==> src/rtl/alu_arbiter.sv <==
// Round-robin arbiter sharing one single-cycle ALU between two valid/ready requesters.
// One operation in flight: operands are registered into the ALU, the result is registered back out.
module alu_arbiter #(
  parameter int WIDTH = 32
) (
  input  logic             clk,
  input  logic             rst_n,
  input  logic             req_valid0,
  output logic             req_ready0,
  input  logic [WIDTH-1:0] req_a0,
  input  logic [WIDTH-1:0] req_b0,
  input  logic [2:0]       req_ctrl0,
  input  logic             req_valid1,
  output logic             req_ready1,
  input  logic [WIDTH-1:0] req_a1,
  input  logic [WIDTH-1:0] req_b1,
  input  logic [2:0]       req_ctrl1,
  output logic             rsp_valid0,
  input  logic             rsp_ready0,
  output logic             rsp_valid1,
  input  logic             rsp_ready1,
  output logic [WIDTH-1:0] rsp_result,
  output logic             rsp_zero,
  output logic             rsp_err,
  output logic [WIDTH-1:0] alu_a,
  output logic [WIDTH-1:0] alu_b,
  output logic [2:0]       alu_ctrl,
  input  logic [WIDTH-1:0] alu_result,
  input  logic             alu_zero
);

  typedef enum logic [1:0] {
    IDLE = 2'd0,
    EXEC = 2'd1,
    RESP = 2'd2
  } state_t;

  state_t           state;
  logic             last_grant;
  logic             gnt;
  logic             sel;
  logic             take;
  logic             rsp_take;
  logic [WIDTH-1:0] sel_a;
  logic [WIDTH-1:0] sel_b;
  logic [2:0]       sel_ctrl;

  function automatic logic is_legal(input logic [2:0] code);
    case (code)
      3'b000, 3'b001, 3'b010, 3'b011, 3'b101: return 1'b1;
      default:                                return 1'b0;
    endcase
  endfunction

  // On a tie the requester that was not served last wins.
  always_comb begin
    sel = 1'b0;
    if (req_valid0 && req_valid1) sel = ~last_grant;
    else if (req_valid1)          sel = 1'b1;
    req_ready0 = rst_n && (state == IDLE) && req_valid0 && !sel;
    req_ready1 = rst_n && (state == IDLE) && req_valid1 && sel;
    take       = req_ready0 || req_ready1;
    sel_a      = sel ? req_a1 : req_a0;
    sel_b      = sel ? req_b1 : req_b0;
    sel_ctrl   = sel ? req_ctrl1 : req_ctrl0;
    rsp_take   = gnt ? (rsp_valid1 && rsp_ready1) : (rsp_valid0 && rsp_ready0);
  end

  always_ff @(posedge clk or negedge rst_n) begin
    if (!rst_n) begin
      state      <= IDLE;
      last_grant <= 1'b1;
      gnt        <= 1'b0;
      rsp_valid0 <= 1'b0;
      rsp_valid1 <= 1'b0;
      rsp_result <= '0;
      rsp_zero   <= 1'b0;
      rsp_err    <= 1'b0;
      alu_a      <= '0;
      alu_b      <= '0;
      alu_ctrl   <= '0;
    end else begin
      case (state)
        IDLE: begin
          if (take) begin
            gnt <= sel;
            // Illegal opcodes bypass the ALU so it only ever sees legal controls.
            if (is_legal(sel_ctrl)) begin
              alu_a    <= sel_a;
              alu_b    <= sel_b;
              alu_ctrl <= sel_ctrl;
              state    <= EXEC;
            end else begin
              rsp_result <= '0;
              rsp_zero   <= 1'b0;
              rsp_err    <= 1'b1;
              rsp_valid0 <= !sel;
              rsp_valid1 <= sel;
              state      <= RESP;
            end
          end
        end
        EXEC: begin
          rsp_result <= alu_result;
          rsp_zero   <= alu_zero;
          rsp_err    <= 1'b0;
          rsp_valid0 <= !gnt;
          rsp_valid1 <= gnt;
          state      <= RESP;
        end
        RESP: begin
          if (rsp_take) begin
            last_grant <= gnt;
            rsp_valid0 <= 1'b0;
            rsp_valid1 <= 1'b0;
            state      <= IDLE;
          end
        end
        default: state <= IDLE;
      endcase
    end
  end

endmodule

==> config.mk <==
export PLATFORM = sky130hd
export DESIGN_NAME = alu_arbiter
export DESIGN_NICKNAME = d
export VERILOG_FILES = /design/src/rtl/alu_arbiter.sv
export SDC_FILE = /design/constraint.sdc
export NUM_CORES = 1
export LEC_CHECK = 0
export ABC_AREA = 0
export BUFFER_PORTS_ARGS = -buffer_cell sky130_fd_sc_hd__buf_2
export CAP_MARGIN = 20
export CORE_MARGIN = 4
export CORE_UTILIZATION = 41
export CTS_BUF_LIST = sky130_fd_sc_hd__clkbuf_4
export DETAILED_ROUTE_END_ITERATION = 8
export PLACE_DENSITY = 0.79
export SLEW_MARGIN = 20
export SYNTH_ARGS = -nofsm -noshare
export SYNTH_HDL_FRONTEND = slang
export SYNTH_SLANG_ARGS = --single-unit
==> constraint.sdc <==
create_clock -name clk -period 1.84 [get_ports clk]
set_clock_uncertainty 0.15 [all_clocks]
set_input_delay 0.276 -clock clk [delete_from_list [all_inputs] [get_ports clk]]
set_output_delay 0.276 -clock clk [all_outputs]
set_load 0.01 [all_outputs]
# == Word-level counts from Yosys, hierarchy flattened ==
# Index checks and enable logic that the tools add are counted.
# word_totals
wordCells,72
register_bits,107
out_inout_bits,105
# op_classes
n_reduce_logical,22
bitwise,1
eq_ne,9
muxes,29
# ops
op,count
2-to-1 mux 32 bit,4
case mux 32 bit (2 select lines),1
2-to-1 mux 1 bit,15
logical AND 1 bit,8
== test 3 x 2 -> 1 bit (second input constant),2
2-to-1 mux 2 bit,3
inequality test 2 bit (second input constant),3
case mux 1 bit (3 select lines),2
case mux 2 bit (3 select lines),1
AND reduction 2 bit,3
AND reduction 3 bit,2
OR reduction 5 bit,1
case mux 1 bit (2 select lines),2
AND reduction 4 bit,1
== test 3 x 1 -> 1 bit (second input constant),1
== test 3 bit (second input constant),1
zero test 3 bit,1
2-to-1 mux 3 bit,1
nonzero test 3 bit,1
== test 2 x 1 -> 1 bit (second input constant),1
== test 2 bit (second input constant),1
zero test 1 bit,2
zero test 2 bit,1
nonzero test 2 bit,1
2 further kinds,2

# == Depth between registers and ports, before layout ==
# Gate-level depths: netlist (run 1).
# depth
depth_word,11
depth_mapped,9
depth_no_buf,6

# == Worst setup path after synthesis (run 1) ==
# Ideal clock, no wire load.
# synth_path
path_kind,reg-to-reg
start,reg state[0]
end,reg rsp_valid0
synth_period_minus_slack_ns,2.019
setup_time_ns,0.128
slack_ns,-0.179
arrival_ns,1.741
path_buffers,1
stages_incl_launch_ff,8
t_required_ns,1.562
cell_sequence,dfrtp_1 > inv_1 > ha_1 > buf_2 > o211ai_1 > a21o_1 > a211oi_2 > mux2_1
# synth_between
elab_chain_len,7
elab_cells_between_ends,15
classes_between,eq/ne: 5; mux: 1; reduce/logical: 9
# synth_lines
element,line_no,text
from (decl),38,state_t state;
from (signal assigned),71,state <= IDLE;
from (signal assigned),92,state <= EXEC;
from (signal assigned),99,state <= RESP;
zero test 2 bit,"60, 61, 83",
logical AND 1 bit,"60, 61",
logical AND 1 bit (on tied branches) (2 in series),"60, 61",
logical OR 1 bit,62,take = req_ready0 || req_ready1;
inequality test 2 bit (no source line),n/a,
AND reduction 4 bit (no source line),n/a,
to (signal assigned),97,rsp_valid0 <= !sel;
to (signal assigned),107,rsp_valid0 <= !gnt;
to (decl),18,"output logic rsp_valid0,"
# Parallel ways exist; a longest one is shown, timed or not.
# A chain may end at the register's enable or synchronous reset.

# == Final worst setup path (run 1) ==
# layout_path
start,reg state[0]
end,reg rsp_result[29]
# layout_between
elab_chain_len,7
elab_cells_between_ends,13
classes_between,eq/ne: 3; mux: 1; reduce/logical: 9
# layout_lines
element,line_no,text
zero test 2 bit,"60, 61, 83",
logical AND 1 bit,"60, 61",
logical AND 1 bit (on tied branches) (2 in series),"60, 61",
logical OR 1 bit,62,
inequality test 2 bit (no source line),n/a,
AND reduction 3 bit (no source line),n/a,
to (signal assigned),104,rsp_result <= alu_result;
to (decl),22,"output logic [WIDTH-1:0] rsp_result,"
# Parallel ways exist; a longest one is shown, timed or not.

==> run_results.csv, run 1 <==
group,metric,value,unit
worst_setup_path,reg2reg_depth,8,
pwr,p_sw,5.24,mW
outcome,status,"complete, but fails checks",
synth,ys_warn_count,0,
sta,final_hold_viol_count,0,
route,wl_per_cell,25.0,um
route,drt_wl_total,26700,um
worst_setup_path,worstPathCellList,"inv_2 > ha_4 > o211ai_1 > buf_4 > a21oi_4 > a21oi_4 > clkbuf_16 > a22o_1",
outcome,violations,"setup timing",
worst_setup_path,cp.required,2070,ps
flow_run,maxCapViolCount,0,
synth,synth_area_leaders,"dfrtp_1 56%, mux2i_1 14%, o21ai_0 7.3%, a22o_1 6.1%, nand2_1 5.5%",
place,port_buffers,277,
grt,antenna_found_initial,3,
synth,synth_fp_nets,595,
worst_setup_path,path_max_fanout,8,
worst_setup_path,critPathSlowestCell,"dfrtp_1",
grt,grt_pass1_wl,29800,um
worst_setup_path,worstPathArrival,2440,ps
place,dp_hpwl,10500,um
worst_setup_path,cp_common_cell,"a21oi_4",
floorplanning,io_pins,278,
grt,grt_pass1_vias,5905,
pwr,combPwrFrac,53.8,%
route,vias,6235,
floorplanning,core.rowCount,38,
clock_network,cts_tree,"done",
grt,grt_start_max_net_pins,82,
sta,fmax,452,MHz
sta,relSlewSlack,48.4,%
synth,ys_seq_area_share,56.7,%
clock_network,cts_made_buffers,9,
sta,tightest_slew,774,ps
clock_network,clock_path_buffers,2,
place,globalplace.congestion,0.851,
synth,ys_ff_latch,107,
grt,grt_usage,28.8,%
sta,tns,-16050,ps
floorplanning,chipWidth,115,um
clock_network,cts-root-buf,"clkbuf_4",
route,initialDrtViolationCount,579,
clock_network,clkTransAtPathRegs,200,ps
synth,syn_area_per_cell,11.3,um2
pwr,power_density,1250,nW/um2
worst_setup_path,crit_type,"register to register",
clock_network,worst_skew_pair.late_latency,470,ps
pwr,p_leak,4.92,nW
grt,overflow,0,
route,drtPass1Iterations,6,
floorplanning,dieArea,13300,um2
clock_network,htreeDepth,3,
sta,layout_min_cycle_time,2210,ps
sta,setup_viol,108,
worst_hold_path,hold_class,"input pin to async pin",
synth,syn-cell-area,4730,um2
cells_and_area,areaGrowthSynthToFinish,106,%
route,vias_per_cell,5.84,
clock_network,cts.sinks,107,
floorplanning,design.core.area,11100,um2
pwr,p_sw_share,43.0,%
cells_and_area,layout.nets,1092,
pwr,seqPwrFrac,36.1,%
cells_and_area,fin_util,87.7,%
sta,slew_viol_final,0,
route,drtAntennaViolNets,0,
worst_setup_path,slowest_delay,410,ps
synth,netlist_instances,418,
pwr,peakVddDrop,0.000865,V
route,drc,0,
sta,grt_setup_unrepaired,"yes",
pwr,clockPowerShare,10.0,%
synth,yosysTopAreaCell,"dfrtp_1",
floorplanning,die_y,115,um
floorplanning,start_util,42.7,%
worst_setup_path,cp-end-kind,"register",
sta,finalWorstSetupSlack,-373,ps
cells_and_area,layout-drive-gt1-share,52.2,%
worst_setup_path,critPathLaunchType,"register",
synth,ys_types,33,
sta,finalCritPeriodShare,120,%
pwr,p_int,6.94,mW
synth,synth_top_area_share,56.1,%
cells_and_area,fillers,450,
[power by group through the flow]
stage	logic [mW]	registers, mW	clock network [mW]
4_1_cts	4.58	4.04	1.17
6_report	6.56	4.40	1.22
3_3_place_gp	4.01	4.03	0
3_5_place_dp	4.15	4.09	0
5_1_grt	6.88	4.47	1.34
2_1_floorplan	1.69	4.57	0
[flip-flops by register name, indices dropped and copies added, names as in the netlist]
signal and count:
state 2, rsp_valid1 1, alu_b 32, alu_ctrl 3, gnt 1, rsp_zero 1, rsp_valid0 1, rsp_result 32
last_grant 1, rsp_err 1, alu_a 32
[timing repair]
| item | in CTS | in global routing |
|---|---|---|
| hold buffers | 168 | 2 |
| hold endpoints to repair | 126 | 1 |
| resized for setup | 15 | 217 |
| setup buffers | 4 | 18 |
| pin swaps | 2 | 77 |
| cloned | 2 | 25 |
| setup endpoints to repair | 16 | 106 |
[cells in the final DEF, fill, tap and decap left out, drive strengths merged, types with 2 or more instances in the layout]
cell type    instances
buf                326
dlygate4sd3        170
dfrtp              106
o21ai               69
nand2               69
mux2i               66
a22o                33
clkbuf              28
diode                7
nand3                7
inv                  7
nor2                 6
a21oi                5
ha                   4
o211a                2
nand2b               2
a21o                 2
mux2                 2
clkinvlp             2
a21boi               2
a211oi               2
clkinv               2
[per-layer routing]
| layer | vias to the layer above | global-route usage [%] | part of all wire [%] |
|---|---|---|---|
| met3 | 202 | 6.68 | 9.8 |
| li1 | 2507 | - | - |
| met4 | 2 | 15.5 | 7.9 |
| met2 | 577 | 52.2 | 49 |
| met5 | - | 0 | 0.034 |
| met1 | 2947 | 30.7 | 33 |
[area by class of cell]
type	instances	area, um2	area share (%)
repair buffers	515	4220	43.4
well taps	140	175	1.80
inverters	4	15.0	0.154
clock buffers	9	67.6	0.695
clock inverters	7	60.1	0.618
flip-flops and latches	107	2680	27.6
multi-input cells	278	2490	25.6
diodes	7	17.5	0.180
[critical path: cells and delay by family (launching register included)]
family,cells,cell delay (ps)
compound gates,4,860
fa+ha+maj,1,190
buf+inv,3,520
flops,1,410
[path summary, 6_finish.rpt]
check	slack [ps]	endpoint	start
min in group clk	150	gnt$_DFFE_PN0P_	req_valid0
min reg2reg	360	alu_a[2]$_DFFE_PN0P_	alu_a[2]$_DFFE_PN0P_
min	10	rsp_valid1$_DFFE_PN0P_	rst_n
max reg2reg	-370	rsp_result[29]$_DFFE_PN0P_	state[0]$_DFFE_PN0P_
max	-370	rsp_result[29]$_DFFE_PN0P_	state[0]$_DFFE_PN0P_
max in group asynchronous	540	alu_b[8]$_DFFE_PN0P_	rst_n
[through the flow]
| step | total power, mW | std cells | setup slack [ps] | hold WS (ps) | instance area [um2] |
|---|---|---|---|---|---|
| finish | 12.2 | 1067 | -373 | 10.8 | 9720 |
| CTS | 9.80 | 1017 | -110 | 2.21 | 8320 |
| detailed placement | 8.24 | 827 | -32.5 | -40.8 | 6380 |
| floorplan | 6.26 | 418 | -37.7 | -170 | 4750 |
| global placement | 8.03 | 827 | 7.03 | -47.9 | 6380 |
| global route | 12.7 | 1062 | -443 | -25.0 | 9710 |
[cell usage after synthesis]
cell	n
nand3_2	3
nand2b_1	2
dfstp_2	1
a22o_1	33
o211a_1	2
a21oi_2	1
inv_1	4
a211oi_1	1
buf_6	3
a21boi_2	1
a31oi_1	1
clkbuf_1	7
nand3_1	4
nor2_1	6
mux2i_1	66
o211ai_1	1
buf_2	17
nand2_1	69
a21o_1	2
a21bo_1	1
a21oi_1	4
dfrtp_1	106
buf_4	1
buf_1	1
and3_1	1
a32oi_1	1
nand3b_1	1
nor3_1	1
o21ai_0	69
a21boi_4	1
ha_1	4
a211oi_2	1
mux2_1	2
[cell families after synthesis]
group | Yosys count | share of synthesized area, %
DFF | 107 | 56.7
adders and majority gates | 4 | 1.06
AOI/OAI and AO/OA | 119 | 16.5
and+or+nand+nor | 87 | 7.68
muxes | 68 | 14.5
buffers and inverters | 33 | 3.63
Power figures use the tool's default switching activity.
==> inputs of run 2 (changes only) <==
--- a/config.mk
+++ b/config.mk
@@ -5,14 +5,14 @@
 export SDC_FILE = /design/constraint.sdc
 export NUM_CORES = 1
 export LEC_CHECK = 0
-export ABC_AREA = 0
+export ABC_AREA = 1
 export BUFFER_PORTS_ARGS = -buffer_cell sky130_fd_sc_hd__buf_2
 export CAP_MARGIN = 20
 export CORE_MARGIN = 4
-export CORE_UTILIZATION = 41
+export CORE_UTILIZATION = 50
 export CTS_BUF_LIST = sky130_fd_sc_hd__clkbuf_4
 export DETAILED_ROUTE_END_ITERATION = 8
-export PLACE_DENSITY = 0.79
+export PLACE_DENSITY = 0.88
 export SLEW_MARGIN = 20
 export SYNTH_ARGS = -nofsm -noshare
 export SYNTH_HDL_FRONTEND = slang
==> constraint.sdc (replaced) <==
create_clock -name clk -period 2.69 [get_ports clk]
set_clock_uncertainty 0.15 [all_clocks]
set_input_delay 0.4035 -clock clk [delete_from_list [all_inputs] [get_ports clk]]
set_output_delay 0.4035 -clock clk [all_outputs]
set_load 0.01 [all_outputs]
==> run_results.csv, run 2 <==
group,metric,value,unit
synth,syn_area_per_cell,9.38,um2
grt,grt_pass1_wl,23000,um
sta,fmax,402,MHz
place,place_ws,400,ps
route,drt_wl_total,15000,um
synth,syn-cell-area,5070,um2
cells_and_area,multi_input_area,2170,um2
sta,finalWorstSetupSlack,204,ps
place,dp_hpwl,11500,um
synth,async_reset_ff_share,100,%
synth,synth_enable_flop_cells,0,
pwr,p_leak,3.93,nW
cells_and_area,most-common-layout-cells,"276 x buf_2, 194 x nand2_1, 106 x dfrtp_1",
floorplanning,dieArea,11800,um2
flow_run,maxCapViolCount,0,
sta,relSlewSlack,46.4,%
cells_and_area,areaGrowthSynthToFinish,31.4,%
grt,use_met1,28.5,%
synth,yosys.cell_count.top_type,"nand2_1",
worst_setup_path,crit_type,"register to output pin",
route,vias_per_cell,5.18,
route,vias,4888,
cells_and_area,reg_top3,"alu_a (32), alu_b (32), rsp_result (32)",
clock_network,post-cts-setup-buffer-count,0,
worst_setup_path,worstPathArrival,1930,ps
grt,grt_busiest_layer,"met2",
route,drc,0,
synth,synth_fp_nets,718,
sta,tns,0,ps
floorplanning,design.core.area,9820,um2
worst_setup_path,worstPathCellList,"inv_1 > ha_1 > nand2_1 > inv_2 > nand2_1 > nor2_1 > buf_2",
worst_setup_path,crit_family,"flip-flops",
synth,ys_seq_area_share,52.8,%
sta,final_hold_viol_count,0,
outcome,status,"finished, final reports clean",
grt,grt_use_met3,6.28,%
synth,synth_commonest_cells,"194 x nand2_1, 106 x dfrtp_1, 64 x mux2i_1",
worst_setup_path,slowest_delay,450,ps
place,port_buffers,277,
cells_and_area,layout.nets,981,
cells_and_area,layout_commonest_cell,"buf_2",
clock_network,worst_skew_pair.late_latency,430,ps
clock_network,cts.sinks,107,
synth,ys_warn_count,0,
sta,finalCritPeriodShare,92.4,%
synth,synth_area_leaders,"dfrtp_1 52%, nand2_1 14%, mux2i_1 13%, o21ai_1 5.6%, nand3b_1 4.9%",
synth,ys_ff_latch,107,
sta,layout_min_cycle_time,2490,ps
worst_setup_path,cp.required,2140,ps
clock_network,clock_path_buffers,2,
sta,slew_viol_final,0,
worst_setup_path,path_max_fanout,5,
worst_setup_path,cp-end-kind,"output pin",
clock_network,cts_made_buffers,9,
floorplanning,chipWidth,109,um
grt,antenna_found_initial,2,
synth,synth_top_area_share,52.3,%
cells_and_area,layout-drive-gt1-share,38.1,%
route,wl_per_cell,15.9,um
clock_network,cts-root-buf,"clkbuf_4",
floorplanning,die_y,109,um
floorplanning,io_pins,278,
pwr,peakVddDrop,0.000538,V
sta,grt_setup_unrepaired,"no",
grt,overflow,0,
worst_setup_path,crit_buf_inv,3,
synth,yosysTopAreaCell,"dfrtp_1",
worst_hold_path,hold_class,"input pin to register",
route,initialDrtViolationCount,341,
route,drtAntennaViolNets,0,
cells_and_area,fillers,763,
worst_setup_path,critPathSlowestCell,"dfrtp_1",
grt,grt_usage,24.9,%
worst_setup_path,critPathLaunchType,"register",
clock_network,htreeDepth,3,
synth,netlist_instances,541,
synth,ys_types,19,
synth,synth_ff_type,"dfrtp_1",
sta,tightest_slew,803,ps
grt,grt_pass1_vias,4789,
grt,grt_util_met2,43.4,%
place,globalplace.congestion,0.876,
cells_and_area,regArea,2680,um2
worst_setup_path,r2r_setup_slack,360,ps
sta,setup_viol,0,
worst_setup_path,cp_common_cell,"nand2_1",
pwr,power_density,1030,nW/um2
grt,grt_start_max_net_pins,101,
clock_network,clkTransAtPathRegs,140,ps
floorplanning,core.rowCount,36,
floorplanning,start_util,51.7,%
clock_network,cts_tree,"done",
route,drtPass1Iterations,5,
run 2: worst register-to-register path, stage by stage (launching register included):
cell	delay (ps)
dfstp_2	560
nand2_1	150
nand2_4	140
inv_2	60
nand2_1	60
nand2_1	90
nand2_2	140
nand2_1	180
nand2_2	530
nand2_1	150
nand2_1	80
run 2: through the flow:
stage	utilization (%)	cell area (um2)	instances	hold slack, ps	power (mW)
floorplan	-	5070	541	-42.1	4.75
global placement	66.4	6520	925	300	5.93
detailed placement	66.4	6520	925	306	6.10
CTS	67.8	6660	941	50.5	6.89
global route	67.8	6660	943	63.9	7.38
finish	67.9	6660	944	84.9	6.85
run 2: cell type report:
cell class / instances / area share (%)
clock inverter: 4 / 0.638
inverter: 10 / 0.563
tap: 133 / 2.50
multi-input combinational: 389 / 32.5
clock buffer: 11 / 1.24
timing repair buffer: 287 / 22.2
sequential: 107 / 40.2
antenna: 3 / 0.113
run 2: worst paths after layout:
| path | endpoint | depth (start not counted) | startpoint |
|---|---|---|---|
| setup reg to reg | rsp_result[17]$_DFFE_PN0P_ | 10 | last_grant$_DFFE_PN1P_ |
| setup / recovery | req_ready0 | 7 | state[0]$_DFFE_PN0P_ |
| hold / removal | last_grant$_DFFE_PN1P_ | 3 | rsp_ready1 |
| min in group asynchronous | rsp_result[25]$_DFFE_PN0P_ | 3 | rst_n |
| hold reg to reg | alu_ctrl[2]$_DFFE_PN0P_ | 2 | alu_ctrl[2]$_DFFE_PN0P_ |
| max in group asynchronous | alu_a[16]$_DFFE_PN0P_ | 3 | rst_n |
run 2: cells by family (layout without fill, tap and decap cells):
logic type | count (synthesis) | in the layout | share of synthesized area (%)
adder cells (fa/ha/maj) | 4 | 4 | 0.987
buffers and inverters | 45 | 312 | 4.64
multiplexers | 64 | 64 | 12.6
other | 0 | 3 | 0
AO/OA/AOI/OAI | 72 | 72 | 7.42
flip-flops | 107 | 107 | 52.8
AND/OR/NAND/NOR | 249 | 249 | 21.5
run 2: where the power goes:
part / leakage [nW] / switching [mW] / total (mW) / internal, mW
clock: 0.0718 / 0.480 / 0.775 / 0.294
combinational: 2.49 / 2.06 / 3.31 / 1.25
sequential: 1.37 / 0.408 / 2.77 / 2.36
total: 3.93 / 2.94 / 6.85 / 3.90
run 2: per-layer routing:
metal	vias up	share of wire, %
met4	0	2.8
met1	2292	37
met3	35	9.4
met2	232	51
li1	2329	-
met5	-	0
run 2: repair_timing:
| action | 4_1_cts | 5_1_grt |
|---|---|---|
| gates resized for setup | 0 | 0 |
| hold endpoints to repair | 42 | 0 |
| hold buffers | 1 | 0 |
